File: src/rtl/mem_adapter_pkg.sv
// Shared types and helpers for the multi-port cacheline/burst adapter.
// Port and issue state encodings, beat index sizing and line-address masking.
package mem_adapter_pkg;

    typedef enum logic [1:0] {
        IDLE,
        REQ,
        RD_PEND
    } port_state_e;

    typedef enum logic {
        I_IDLE,
        I_WRITE
    } issue_state_e;

    function automatic int beat_idx_w(input int beats);
        return (beats > 1) ? $clog2(beats) : 1;
    endfunction

    function automatic logic [31:0] line_addr(
        input logic [31:0] a,
        input int          line_bits
    );
        logic [31:0] m;
        m = 32'(line_bits / 8) - 32'd1;
        return a & ~m;
    endfunction

endpackage

File: src/rtl/rr_arbiter.sv
// Round-robin arbiter: one-hot grant searched from a rotating pointer.
// The pointer moves past the grantee only when the caller consumes the grant.
module rr_arbiter #(
    parameter  int N  = 2,
    localparam int IW = (N > 1) ? $clog2(N) : 1
) (
    input  logic          clk,
    input  logic          rst,
    input  logic [N-1:0]  req,
    input  logic          advance,
    output logic [N-1:0]  grant,
    output logic [IW-1:0] grant_idx,
    output logic          grant_vld
);

    logic [IW-1:0] ptr;
    int            j;

    always_comb begin
        grant     = '0;
        grant_idx = '0;
        grant_vld = 1'b0;
        j         = 0;
        for (int k = 0; k < N; k++) begin
            j = int'(ptr) + k;
            if (j >= N) j = j - N;
            if (!grant_vld && req[j]) begin
                grant_vld = 1'b1;
                grant[j]  = 1'b1;
                grant_idx = IW'(j);
            end
        end
    end

    always_ff @(posedge clk or negedge rst) begin
        if (!rst) begin
            ptr <= '0;
        end else if (advance && grant_vld) begin
            ptr <= (int'(grant_idx) == N - 1) ? '0 : grant_idx + IW'(1);
        end
    end

endmodule

File: src/rtl/multi_port_line_adapter.sv
// N-port cacheline to burst adapter: round-robin issue, one outstanding
// read per port matched by returned line address, same-line read merging.
module multi_port_line_adapter
    import mem_adapter_pkg::*;
#(
    parameter int NUM_PORTS = 2,
    parameter int LINE_BITS = 256,
    parameter int BEAT_BITS = 64
) (
    input  logic                           clk,
    input  logic                           rst,
    input  logic [NUM_PORTS*32-1:0]        dfp_addr,
    input  logic [NUM_PORTS-1:0]           dfp_read,
    input  logic [NUM_PORTS-1:0]           dfp_write,
    input  logic [NUM_PORTS*LINE_BITS-1:0] dfp_wdata,
    output logic [LINE_BITS-1:0]           dfp_rdata,
    output logic [NUM_PORTS-1:0]           dfp_resp,
    output logic [31:0]                    bmem_addr,
    output logic                           bmem_read,
    output logic                           bmem_write,
    output logic [BEAT_BITS-1:0]           bmem_wdata,
    input  logic                           bmem_ready,
    input  logic [31:0]                    bmem_raddr,
    input  logic [BEAT_BITS-1:0]           bmem_rdata,
    input  logic                           bmem_rvalid,
    output logic                           err_unmatched
);

    localparam int BEATS = LINE_BITS / BEAT_BITS;
    localparam int BW    = beat_idx_w(BEATS);
    localparam int PW    = (NUM_PORTS > 1) ? $clog2(NUM_PORTS) : 1;

    if (BEATS < 2 || (BEATS & (BEATS - 1)) != 0) begin : g_bad_beats
        $error("LINE_BITS/BEAT_BITS must be a power of 2 >= 2");
    end

    port_state_e          st_q   [NUM_PORTS];
    logic                 wr_q   [NUM_PORTS];
    logic [31:0]          addr_q [NUM_PORTS];
    logic [NUM_PORTS-1:0] req_vec;
    logic [NUM_PORTS-1:0] match;
    logic [NUM_PORTS-1:0] wr_resp_q;
    logic [NUM_PORTS-1:0] rd_resp_q;
    logic [NUM_PORTS-1:0] grant;
    logic [PW-1:0]        gidx;
    logic                 gvld;
    logic                 advance;

    issue_state_e         is_q, is_d;
    logic [PW-1:0]        wport_q, wport_d;
    logic [BW-1:0]        wcnt_q, wcnt_d;
    logic                 rd_take;
    logic                 wr_last;
    logic                 merge_ok;
    logic [PW-1:0]        wsel;
    logic [BW-1:0]        bsel;
    logic [BEAT_BITS-1:0] wbeat;

    logic [BW-1:0]        rcnt_q;
    logic [BEAT_BITS-1:0] rbuf_q [BEATS-1];
    logic [LINE_BITS-1:0] rline;
    logic [LINE_BITS-1:0] rdata_q;
    logic                 ret_last;
    logic                 err_q;

    rr_arbiter #(.N(NUM_PORTS)) u_arb (
        .clk       (clk),
        .rst       (rst),
        .req       (req_vec),
        .advance   (advance),
        .grant     (grant),
        .grant_idx (gidx),
        .grant_vld (gvld)
    );

    for (genvar i = 0; i < NUM_PORTS; i++) begin : g_port
        assign req_vec[i] = (st_q[i] == REQ);
        assign match[i]   = (st_q[i] == RD_PEND) && !rd_resp_q[i] &&
                            (addr_q[i] == line_addr(bmem_raddr, LINE_BITS));

        // Sampling is held off during the response pulse so a request
        // still high then is treated as a fresh one on the next cycle.
        always_ff @(posedge clk or negedge rst) begin
            if (!rst) begin
                st_q[i]   <= IDLE;
                wr_q[i]   <= 1'b0;
                addr_q[i] <= '0;
            end else begin
                unique case (st_q[i])
                    IDLE: begin
                        if ((dfp_read[i] || dfp_write[i]) && !dfp_resp[i]) begin
                            st_q[i]   <= REQ;
                            wr_q[i]   <= dfp_write[i];
                            addr_q[i] <= line_addr(dfp_addr[i*32 +: 32], LINE_BITS);
                        end
                    end
                    REQ: begin
                        if (rd_take && grant[i]) begin
                            st_q[i] <= RD_PEND;
                        end else if (wr_last && wport_q == PW'(i)) begin
                            st_q[i] <= IDLE;
                        end
                    end
                    RD_PEND: begin
                        if (rd_resp_q[i]) st_q[i] <= IDLE;
                    end
                    default: st_q[i] <= IDLE;
                endcase
            end
        end
    end

    assign ret_last = bmem_rvalid && (rcnt_q == BW'(BEATS - 1));

    // A pending read whose burst completes now cannot absorb a new requester.
    always_comb begin
        merge_ok = 1'b0;
        for (int j = 0; j < NUM_PORTS; j++) begin
            if (st_q[j] == RD_PEND && !rd_resp_q[j] && addr_q[j] == addr_q[gidx])
                merge_ok = 1'b1;
        end
        if (ret_last) merge_ok = 1'b0;
    end

    always_comb begin
        wsel  = (is_q == I_WRITE) ? wport_q : gidx;
        bsel  = (is_q == I_WRITE) ? wcnt_q : '0;
        wbeat = dfp_wdata[int'(wsel)*LINE_BITS + int'(bsel)*BEAT_BITS +: BEAT_BITS];
    end

    always_comb begin
        is_d       = is_q;
        wport_d    = wport_q;
        wcnt_d     = wcnt_q;
        advance    = 1'b0;
        rd_take    = 1'b0;
        wr_last    = 1'b0;
        bmem_read  = 1'b0;
        bmem_write = 1'b0;
        bmem_addr  = '0;
        bmem_wdata = '0;
        unique case (is_q)
            I_IDLE: begin
                if (gvld) begin
                    if (wr_q[gidx]) begin
                        advance    = 1'b1;
                        is_d       = I_WRITE;
                        wport_d    = gidx;
                        bmem_write = 1'b1;
                        bmem_addr  = addr_q[gidx];
                        bmem_wdata = wbeat;
                        wcnt_d     = bmem_ready ? BW'(1) : '0;
                    end else if (merge_ok) begin
                        advance = 1'b1;
                        rd_take = 1'b1;
                    end else begin
                        bmem_read = 1'b1;
                        bmem_addr = addr_q[gidx];
                        advance   = bmem_ready;
                        rd_take   = bmem_ready;
                    end
                end
            end
            I_WRITE: begin
                bmem_write = 1'b1;
                bmem_addr  = addr_q[wport_q];
                bmem_wdata = wbeat;
                if (bmem_ready) begin
                    wcnt_d = wcnt_q + BW'(1);
                    if (wcnt_q == BW'(BEATS - 1)) begin
                        wr_last = 1'b1;
                        is_d    = I_IDLE;
                    end
                end
            end
            default: is_d = I_IDLE;
        endcase
    end

    always_ff @(posedge clk or negedge rst) begin
        if (!rst) begin
            is_q      <= I_IDLE;
            wport_q   <= '0;
            wcnt_q    <= '0;
            wr_resp_q <= '0;
        end else begin
            is_q      <= is_d;
            wport_q   <= wport_d;
            wcnt_q    <= wcnt_d;
            wr_resp_q <= '0;
            if (wr_last) wr_resp_q[wport_q] <= 1'b1;
        end
    end

    always_comb begin
        rline = '0;
        for (int b = 0; b < BEATS - 1; b++) begin
            rline[b*BEAT_BITS +: BEAT_BITS] = rbuf_q[b];
        end
        rline[(BEATS-1)*BEAT_BITS +: BEAT_BITS] = bmem_rdata;
    end

    always_ff @(posedge clk or negedge rst) begin
        if (!rst) begin
            rcnt_q    <= '0;
            rdata_q   <= '0;
            rd_resp_q <= '0;
            err_q     <= 1'b0;
            for (int b = 0; b < BEATS - 1; b++) rbuf_q[b] <= '0;
        end else begin
            rd_resp_q <= '0;
            if (bmem_rvalid) begin
                rcnt_q <= rcnt_q + BW'(1);
                if (ret_last) begin
                    rdata_q   <= rline;
                    rd_resp_q <= match;
                    if (match == '0) err_q <= 1'b1;
                end else begin
                    rbuf_q[rcnt_q] <= bmem_rdata;
                end
            end
        end
    end

    assign dfp_rdata     = rdata_q;
    assign dfp_resp      = wr_resp_q | rd_resp_q;
    assign err_unmatched = err_q;

    a_burst_contig: assert property (
        @(posedge clk) disable iff (!rst) (rcnt_q != '0) |-> bmem_rvalid
    ) else $error("bmem_rvalid gap inside a return burst");

endmodule

File: config.mk
export PLATFORM = sky130hd
export DESIGN_NAME = multi_port_line_adapter
export DESIGN_NICKNAME = d
export VERILOG_FILES = /design/src/rtl/mem_adapter_pkg.sv /design/src/rtl/rr_arbiter.sv /design/src/rtl/multi_port_line_adapter.sv
export SDC_FILE = /design/constraint.sdc
export NUM_CORES = 1
export LEC_CHECK = 0
export ABC_AREA = 1
export BUFFER_PORTS_ARGS = -buffer_cell sky130_fd_sc_hd__buf_2
export CORE_AREA = 2 2 406 408
export DETAILED_ROUTE_END_ITERATION = 7
export DIE_AREA = 0 0 408 410
export MAX_ROUTING_LAYER = met4
export SKIP_LAST_GASP = 1
export SLEW_MARGIN = 30
export SYNTH_ARGS = -nofsm -noshare
export SYNTH_HDL_FRONTEND = slang
export SYNTH_SLANG_ARGS = --single-unit
File: constraint.sdc
create_clock -name clk -period 6.6 [get_ports clk]
set_input_delay 1.32 -clock clk [delete_from_list [all_inputs] [get_ports clk]]
set_output_delay 1.32 -clock clk [all_outputs]
set_load 0.02 [all_outputs]
# Word-level counts from Yosys, hierarchy flattened
# Index checks and enable logic that the tools add are counted.
[totals] regBits=520 out_inout_bits=357 word_cells=186
[classes] addsub=7 magnitude_cmp=12 n_eq_ne=19 n_shift=1 n_mux=83 bitwise=8 n_reduce_logical=38
[ops] cell="variable part select 512 x 11 -> 64 bit" n=1
[ops] cell="two-way mux 32 bit" n=11
[ops] cell="bitwise mux 192 bit" n=1
[ops] cell="two-way mux 64 bit" n=3
[ops] cell="demux 64 bit (select 2 bit)" n=1
[ops] cell="case mux 64 bit (2 select lines)" n=1
[ops] cell="== test 32 bit" n=2
[ops] cell="greater-or-equal comparator 32 x 1 -> 1 bit (second input constant)" n=2
[ops] cell="less-than comparator 32 x 3 -> 1 bit (second input constant)" n=2
[ops] cell="case mux 32 bit (2 select lines)" n=1
[ops] cell="== test 27 bit" n=2
[ops] cell="two-way mux 1 bit" n=40
[ops] cell="two-way mux 2 bit" n=17
[ops] cell="greater-or-equal comparator 32 x 3 -> 1 bit (second input constant)" n=1
[ops] cell="subtractor 32 x 3 -> 32 bit (second input constant)" n=1
[ops] cell="logical AND 1 bit" n=19
[ops] cell="AND reduction 3 bit" n=5
[ops] cell="inequality test 2 bit (second input constant)" n=6
[ops] cell="case mux 2 bit (3 select lines)" n=2
[ops] cell="adder 9 x 8 -> 10 bit" n=1
[ops] cell="== test 2 bit (second input constant)" n=4
[ops] cell="AND reduction 2 bit" n=4
[ops] cell="logical NOT 2 bit" n=3
[ops] cell="inequality test 3 x 1 -> 1 bit (second input constant)" n=2
[ops] cell="other kinds (21)" n=36

# Longest topological paths before layout
# Gate-level depths: netlist of the first run.
[depth] ltp_word=25 ltp_mapped=19

# Hierarchy
# From an unflattened synthesis of the first run, not the netlist that was laid out.
[hier_totals] cells_unflattened=3017 area_unflattened_um2=25942.4
[by_module_without_submodules] mod="multi_port_line_adapter" n_inst=1 cells_per_inst=2998 area_per_inst_um2=25847.3 seq_area_each_um2=12987.5
[by_module_without_submodules] mod="rr_arbiter" n_inst=1 cells_per_inst=19 area_per_inst_um2=95.1 seq_area_each_um2=25.0

# Worst setup path before layout of the first run
# OpenSTA, ideal clock, no wires.
[synth_path] kind="input port to output port" start="input port bmem_rvalid" end="output port bmem_addr[11]" arrival_time_ns=2.399 required_ns=5.280 slack_ns=2.881 cell_stages=8 path_buffers=2 cell_sequence="clkbuf_1 nand2_1 nand2_1 nand2_2 o21ai_4 buf_6 nand2_1 nand2_1"
[synth_via] elab_chain_len=6
[synth_lines] element="from (decl)" line="multi_port_line_adapter.sv:25" source="input logic bmem_rvalid,"
[synth_lines] element="logical AND 1 bit" line="multi_port_line_adapter.sv:113" source="assign ret_last = bmem_rvalid && (rcnt_q == BW'(BEATS - 1));"
[synth_lines] element="two-way mux 1 bit" line="multi_port_line_adapter.sv:122" source="if (ret_last) merge_ok = 1'b0;"
[synth_lines] element="two-way mux 32 bit" line="multi_port_line_adapter.sv:153" source="end else if (merge_ok) begin"
[synth_lines] element="two-way mux 32 bit" line="multi_port_line_adapter.sv:145" source="if (wr_q[gidx]) begin"
[synth_lines] element="two-way mux 32 bit" line="multi_port_line_adapter.sv:144" source="if (gvld) begin"
[synth_lines] element="case mux 32 bit (2 select lines)" line="multi_port_line_adapter.sv:142" source="unique case (is_q)"
[synth_lines] element="to (decl)" line="multi_port_line_adapter.sv:18" source="output logic [31:0] bmem_addr,"
# Every way passes these cells.

# Worst setup path in the final report of the first run
[layout_path] start="register is_q" end="output port bmem_wdata[23]"
[layout_via] elab_chain_len=6 word_cells_on_any_way=8 classes_between="add/sub (1); shift (1); mux (5); bitwise (1)"
[layout_lines] element="from (decl)" line="multi_port_line_adapter.sv:49" source="issue_state_e is_q, is_d;"
[layout_lines] element="from (signal assigned)" line="multi_port_line_adapter.sv:187" source="is_q <= is_d;"
[layout_lines] element="two-way mux 2 bit or two-way mux 1 bit (tied branches)" line="multi_port_line_adapter.sv:127, multi_port_line_adapter.sv:126"
[layout_lines] element="adder 9 x 8 -> 10 bit" line="multi_port_line_adapter.sv:128" source="wbeat = dfp_wdata[int'(wsel)*LINE_BITS + int'(bsel)*BEAT_BITS +: BEAT_BITS];"
[layout_lines] element="variable part select 512 x 11 -> 64 bit" line="multi_port_line_adapter.sv:128"
[layout_lines] element="two-way mux 64 bit" line="multi_port_line_adapter.sv:145"
[layout_lines] element="two-way mux 64 bit" line="multi_port_line_adapter.sv:144"
[layout_lines] element="case mux 64 bit (2 select lines) *" line="multi_port_line_adapter.sv:142"
[layout_lines] element="to (decl)" line="multi_port_line_adapter.sv:21" source="output logic [BEAT_BITS-1:0] bmem_wdata,"
# Every way passes the cells marked *; elsewhere a longest branch is shown, timed or not.

==> out/qor.txt, run 1 <==
Setup WS pre-CTS -> 1.91 ns
cell with the most instances after synthesis -> nand2_1
net switching power -> 10.7 mW
Final min period -> 5.39 ns
CP arrival -> 4.07 ns
IO buf count -> 1016
Final TNS setup -> 0 ns
Design Area, Final -> 36400 um^2
top cells by area, synth -> dfrtp_1 (49%), nand2_1 (17%), o21ai_0 (8.4%), nor2_1 (5.8%), inv_1 (3.1%)
die area -> 167000 um^2
final-report hold violation count -> 0
Syn. warnings -> 0
Internal -> 10.1 mW
Clock Sinks -> 520
Sw Ratio -> 51.3%
setup violators final -> 0
final worst path period share -> 81.7%
Initial Utilization -> 16.1%
global route overflow -> 0
Seq pwr share -> 27.4%
DIE HEIGHT -> 410 um
EDFF count, synth -> 0
Gate power share -> 55.1%
total track usage -> 18.9%
PwrDens -> 572 nW/um^2
Synth Cell Area -> 26400 um^2
post-route clock skew -> 0.0441 ns
H-tree Lvls -> 2
number of synthesized register bits -> 520
drt total wl -> 160 mm
Clk pwr share -> 17.5%
Iter 0 DRT Violations -> 2818
Layout Nets -> 5104
layout cell share with drive strength beyond 1 -> 27.3%
Cell Rows -> 149
hold_buf cts -> 0
gpl congestion -> 1.03
io pins -> 1037
Synth Area per Inst -> 7.49 um^2
vias per cell -> 4.28
Max Slew Vio Count -> 0
dominant cell type by area after synthesis -> dfrtp_1
CTS clock-pin slew for the worst setup and hold paths -> 0.06 ns
outcome -> finished clean
placed insts -> 6545
static leakage -> 18.8 nW
Setup WS post-layout -> 1.21 ns
CTS tree -> yes
Synth top area share -> 49.3%
wire per inst -> 23.7 um
Post-synth top cells -> nand2_1 (1181), dfrtp_1 (520), o21ai_0 (445)
maximum operating frequency -> 186 MHz
Die Wd -> 408 um
cells after synthesis -> 3525
pin count of the biggest net entering global routing -> 171
relative slew slack -> 26.4%
Vias -> 28900
first-pass GRT wire length -> 216 mm
clk buf depth -> 3
ys flop type -> dfrtp_1
worst hold path type -> flop to flop
P&R area growth vs syn -> 37.9%
CP Max Fanout -> 78
Layout Cells excl Fill -> 6758
Root Buffer -> clkbuf_16
async set-or-reset flop fraction in the synthesized netlist -> 100%
WP data required -> 5.28 ns
Placed Area -> 33900 um^2
register area share after synthesis -> 49.3%
post-route DRC violation count -> 0
core region area -> 163000 um^2
Post-CTS Repair Setup Buffers -> 0
Tightest Pin Transition -> 1.10 ns
Setup CP Type -> flop to primary output
CTS Buf Count -> 60
crit path launch type -> flop
vias in the first global route -> 27200
RSZ-0062 raised after global routing -> no
clock latency at the later pin of the worst-skew pair -> 0.66 ns
CTS resizes -> 0
Cell variety after synth -> 37
post-route ant nets -> 0
DP HPWL -> 129 mm
Max VDD drop -> 410 uV
antenna violations before repair -> 98
maximum capacitance violations -> 0
Crit. End Element -> primary output
DR pass1 iterations -> 6
[power by group through the flow]
stage | Sequential (mW) | Clock (mW) | Combinational, mW
floorplan | 6.42 | 0 | 5.73
global placement | 5.66 | 0 | 11.4
detailed placement | 5.69 | 0 | 11.5
CTS | 5.68 | 3.74 | 11.5
global route | 5.88 | 3.86 | 12.4
finish | 5.70 | 3.65 | 11.5
[worst max-delay path, stage by stage, from the launching register on]
cell and delay (ns):
dfrtp_1 0.67, nand2_4 0.30, inv_6 0.44, buf_12 0.34, nor2_1 0.07, o21ai_0 0.84, o211ai_1 0.19, nand2_1 0.12
nand2_1 0.05, inv_1 0.04, buf_2 0.16
[cell type report]
class                      instances  area (um^2)
clock buffer                      82         1780
multi-input combinational       2537        11700
antenna                          103          258
timing repair buffer            1079         5710
fill                           18300       127000
sequential                       520        13000
tap                             2189         2740
clock inverter                    27          380
inverter                         221          842
[worst paths after layout]
kind	slack, ns	start	depth (start not counted)	endpoint
max reg2reg	3.71	rcnt_q[0]$_DFFE_PN0P_	6	dfp_rdata[190]$_DFFE_PN0P_
min reg2reg	0.46	rbuf_q[83]$_DFFE_PN0P_	2	dfp_rdata[83]$_DFFE_PN0P_
max	1.21	is_q$_DFF_PN0_	10	bmem_wdata[23]
max in group asynchronous	4.47	rst	3	wcnt_q[0]$_DFFE_PN0P_
min in group asynchronous	0.57	rst	1	dfp_rdata[35]$_DFFE_PN0P_
min	0.46	rbuf_q[83]$_DFFE_PN0P_	2	dfp_rdata[83]$_DFFE_PN0P_
[sequential cells by signal, indices dropped and copies added, names as in the netlist, 2 cells and up]
name and count:
dfp_rdata 256, rbuf_q 192, addr_q 54, st_q 4, rcnt_q 2, rd_resp_q 2, wcnt_q 2, wr_q 2
wr_resp_q 2
[cells by family (layout without fill, tap and decap cells)]
| family | count (synthesis) | in the layout | share of synthesized area (%) |
|---|---|---|---|
| XOR/XNOR | 49 | 49 | 1.63 |
| buffers and inverters | 472 | 1409 | 7.01 |
| flip-flops | 520 | 520 | 49.3 |
| multiplexers | 2 | 2 | 0.0853 |
| other | 1 | 108 | 0.0142 |
| adder cells (fa/ha/maj) | 5 | 5 | 0.237 |
| AND/OR/NAND/NOR | 1743 | 1743 | 25.9 |
| AO/OA/AOI/OAI | 733 | 733 | 15.8 |
[cell usage in the layout, fill, tap and decap left out, drive strengths merged]
| cell | netlist | routed |
|---|---|---|
| o22ai | 65 | 65 |
| diode | 0 | 103 |
| o2111ai | 1 | 1 |
| bufinv | 0 | 8 |
| conb | 1 | 5 |
| o32ai | 1 | 1 |
| xor2 | 24 | 24 |
| a31o | 1 | 1 |
| clkbuf | 194 | 82 |
| dfrtp | 520 | 520 |
| clkinv | 1 | 13 |
| a31oi | 1 | 1 |
| mux2 | 2 | 2 |
| nand4 | 56 | 56 |
| buf | 57 | 1079 |
| nand3 | 79 | 79 |
| inv | 220 | 223 |
| or2 | 2 | 2 |
| a21oi | 84 | 84 |
| nor3 | 4 | 4 |
| a22o | 1 | 1 |
| o211ai | 66 | 66 |
| clkinvlp | 0 | 4 |
| and3 | 1 | 1 |
| nor4 | 7 | 7 |
| xnor2 | 25 | 25 |
| ha | 5 | 5 |
| nor2 | 411 | 411 |
| o221ai | 64 | 64 |
| o21ai | 449 | 449 |
| nand2 | 1183 | 1183 |
[per-layer routing]
layer | wire, um | share of wire, % | global-route usage (%) | vias to the layer above
li1 | - | - | - | 13300
met1 | 63600 | 40 | 22.6 | 13800
met2 | 71900 | 45 | 28.4 | 1491
met3 | 15300 | 9.5 | 5.33 | 236
met4 | 9450 | 5.9 | 10.6 | 0
met5 | 0 | 0 | - | -
[stage by stage]
stage,power (mW),hold slack (ns),utilization [%]
floorplan,12.2,0.442,-
global placement,17.0,0.450,20.7
detailed placement,17.2,0.451,20.8
CTS,20.9,0.457,22.1
global route,22.1,0.484,22.2
finish,20.8,0.461,22.3
(Power assumes the default switching activity.)
==> run 2: changes to the inputs <==
- CORE_AREA: 2 2 406 408 -> 2 2 404 406
- DIE_AREA: 0 0 408 410 -> 0 0 406 408
- clock period: 6.6 -> 4.8 ns (I/O delays scaled with it)
==> out/qor.txt, run 2 (synthesis gave the netlist of run 1 again) <==
flop-to-flop setup slack -> 2.20 ns
CP peak stage delay -> 0.67 ns
Vias -> 28900
wire per inst -> 24.5 um
Iter 0 DRT Violations -> 2549
CTS Buf Count -> 60
global route overflow -> 0
maximum capacitance violations -> 0
P&R area growth vs syn -> 38.7%
first-pass GRT wire length -> 221 mm
antenna violations before repair -> 81
IO buf count -> 1016
Slowest-stage cell, CP -> dfrtp_1
Crit. End Element -> primary output
Sw Ratio -> 51.4%
WP data required -> 3.84 ns
CTS clock-pin slew for the worst setup and hold paths -> 0.06 ns
drt total wl -> 165 mm
total track usage -> 19.7%
Setup WS pre-CTS -> 0.619 ns
Largest register FFs -> 256
Post-CTS Repair Setup Buffers -> 0
H-tree Lvls -> 2
final worst path period share -> 95.9%
DP HPWL -> 133 mm
Max VDD drop -> 383 uV
crit path launch type -> flop
relative slew slack -> 35.5%
Clock Sinks -> 520
outcome -> finished clean
DR pass1 iterations -> 6
io pins -> 1037
clk buf depth -> 3
Gate power share -> 56.0%
vias in the first global route -> 27700
net switching power -> 14.8 mW
worst hold path type -> input pin to async pin
CP dominant cell by count -> nand2_1
fill count -> 18200
PwrDens -> 789 nW/um^2
Crit path buffers/inverters -> 5
pin count of the biggest net entering global routing -> 208
setup violators final -> 0
maximum operating frequency -> 217 MHz
hold_buf cts -> 0
Max Slew Vio Count -> 0
Initial Utilization -> 16.3%
Layout Nets -> 5134
Cell Rows -> 148
final-report hold violation count -> 0
layout cell share with drive strength beyond 1 -> 27.6%
vias per cell -> 4.29
Die Wd -> 406 um
gpl congestion -> 0.989
post-route ant nets -> 0
CP delay by family, top -> buffers and inverters
Seq pwr share -> 27.1%
Final min period -> 4.60 ns
CTS tree -> yes
Hold WS -> 0.160 ns
core region area -> 162000 um^2
CP Max Fanout -> 55
DIE HEIGHT -> 408 um
most frequent cells in the layout -> nand2_1 (1178), buf_2 (1015), dfrtp_1 (519)
Clk pwr share -> 16.9%
Setup CP Type -> flop to primary output
CP arrival -> 3.64 ns
Placed Area -> 34200 um^2
crit path cell chain -> nand2_4, buf_12, buf_4, o22ai_1, buf_4, o21ai_0, nand2_1, nand2_1, nand2_1, inv_1, buf_2
Tightest Pin Transition -> 0.967 ns
Design Area, Final -> 36600 um^2
Root Buffer -> clkbuf_16
post-route clock skew -> 0.0313 ns
static leakage -> 19.0 nW
commonest non-fill, non-tap cell in the layout -> nand2_1
clock latency at the later pin of the worst-skew pair -> 0.67 ns
post-route DRC violation count -> 0
die area -> 166000 um^2
Internal -> 14.0 mW
Setup WS post-layout -> 0.198 ns
run 2: final timing paths:
| path | startpoint | cells after the start | to |
|---|---|---|---|
| max in group asynchronous | rst | 3 | dfp_rdata[30]$_DFFE_PN0P_ |
| min | rst | 1 | rbuf_q[164]$_DFFE_PN0P_ |
| max reg2reg | rcnt_q[0]$_DFFE_PN0P_ | 7 | dfp_rdata[65]$_DFFE_PN0P_ |
| min reg2reg | rbuf_q[55]$_DFFE_PN0P_ | 2 | dfp_rdata[183]$_DFFE_PN0P_ |
| max | is_q$_DFF_PN0_ | 11 | bmem_wdata[62] |
| min in group clk | rbuf_q[55]$_DFFE_PN0P_ | 2 | dfp_rdata[183]$_DFFE_PN0P_ |
run 2: cell type report:
type | instances | area, um^2 | area share [%]
flip-flops and latches | 520 | 13000 | 35.6
diodes | 73 | 183 | 0.499
inverters | 221 | 848 | 2.32
multi-input cells | 2537 | 11600 | 31.7
clock inverters | 32 | 407 | 1.11
clock buffers | 79 | 1690 | 4.62
well taps | 2175 | 2720 | 7.43
repair buffers | 1109 | 6120 | 16.7
run 2: per-stage QoR:
| stage | util [%] | power (mW) | cells | TNS [ns] |
|---|---|---|---|---|
| after floorplan | - | 16.7 | 3529 | 0 |
| after global placement | 21.2 | 23.8 | 6558 | 0 |
| after detailed placement | 21.2 | 23.9 | 6559 | 0 |
| after CTS | 22.5 | 29.0 | 6670 | 0 |
| after global routing | 22.6 | 30.8 | 6739 | -0.000503 |
| final | 22.6 | 28.9 | 6746 | 0 |
run 2: power groups by stage:
| stage | Sequential [mW] | Clock (mW) | Combinational, mW |
|---|---|---|---|
| finish | 7.82 | 4.89 | 16.2 |
| global route | 8.06 | 5.18 | 17.6 |
| CTS | 7.80 | 5.02 | 16.2 |
| detailed placement | 7.81 | 0 | 16.1 |
| global placement | 7.76 | 0 | 16.0 |
| floorplan | 8.83 | 0 | 7.89 |
run 2: layer usage:
layer	vias to the layer above	routed length, um	GRT usage, %
met4	0	10200	10.8
met2	1302	73600	29.9
met5	-	0	-
met3	239	13400	4.70
li1	13400	-	-
met1	14000	67800	24.0
run 2: what timing repair did:
action	in CTS	in global routing
cloned	0	1
endpoints found under the hold margin	0	0
gates resized for setup	1	5
setup endpoints to repair	41	59
pin swaps	0	0
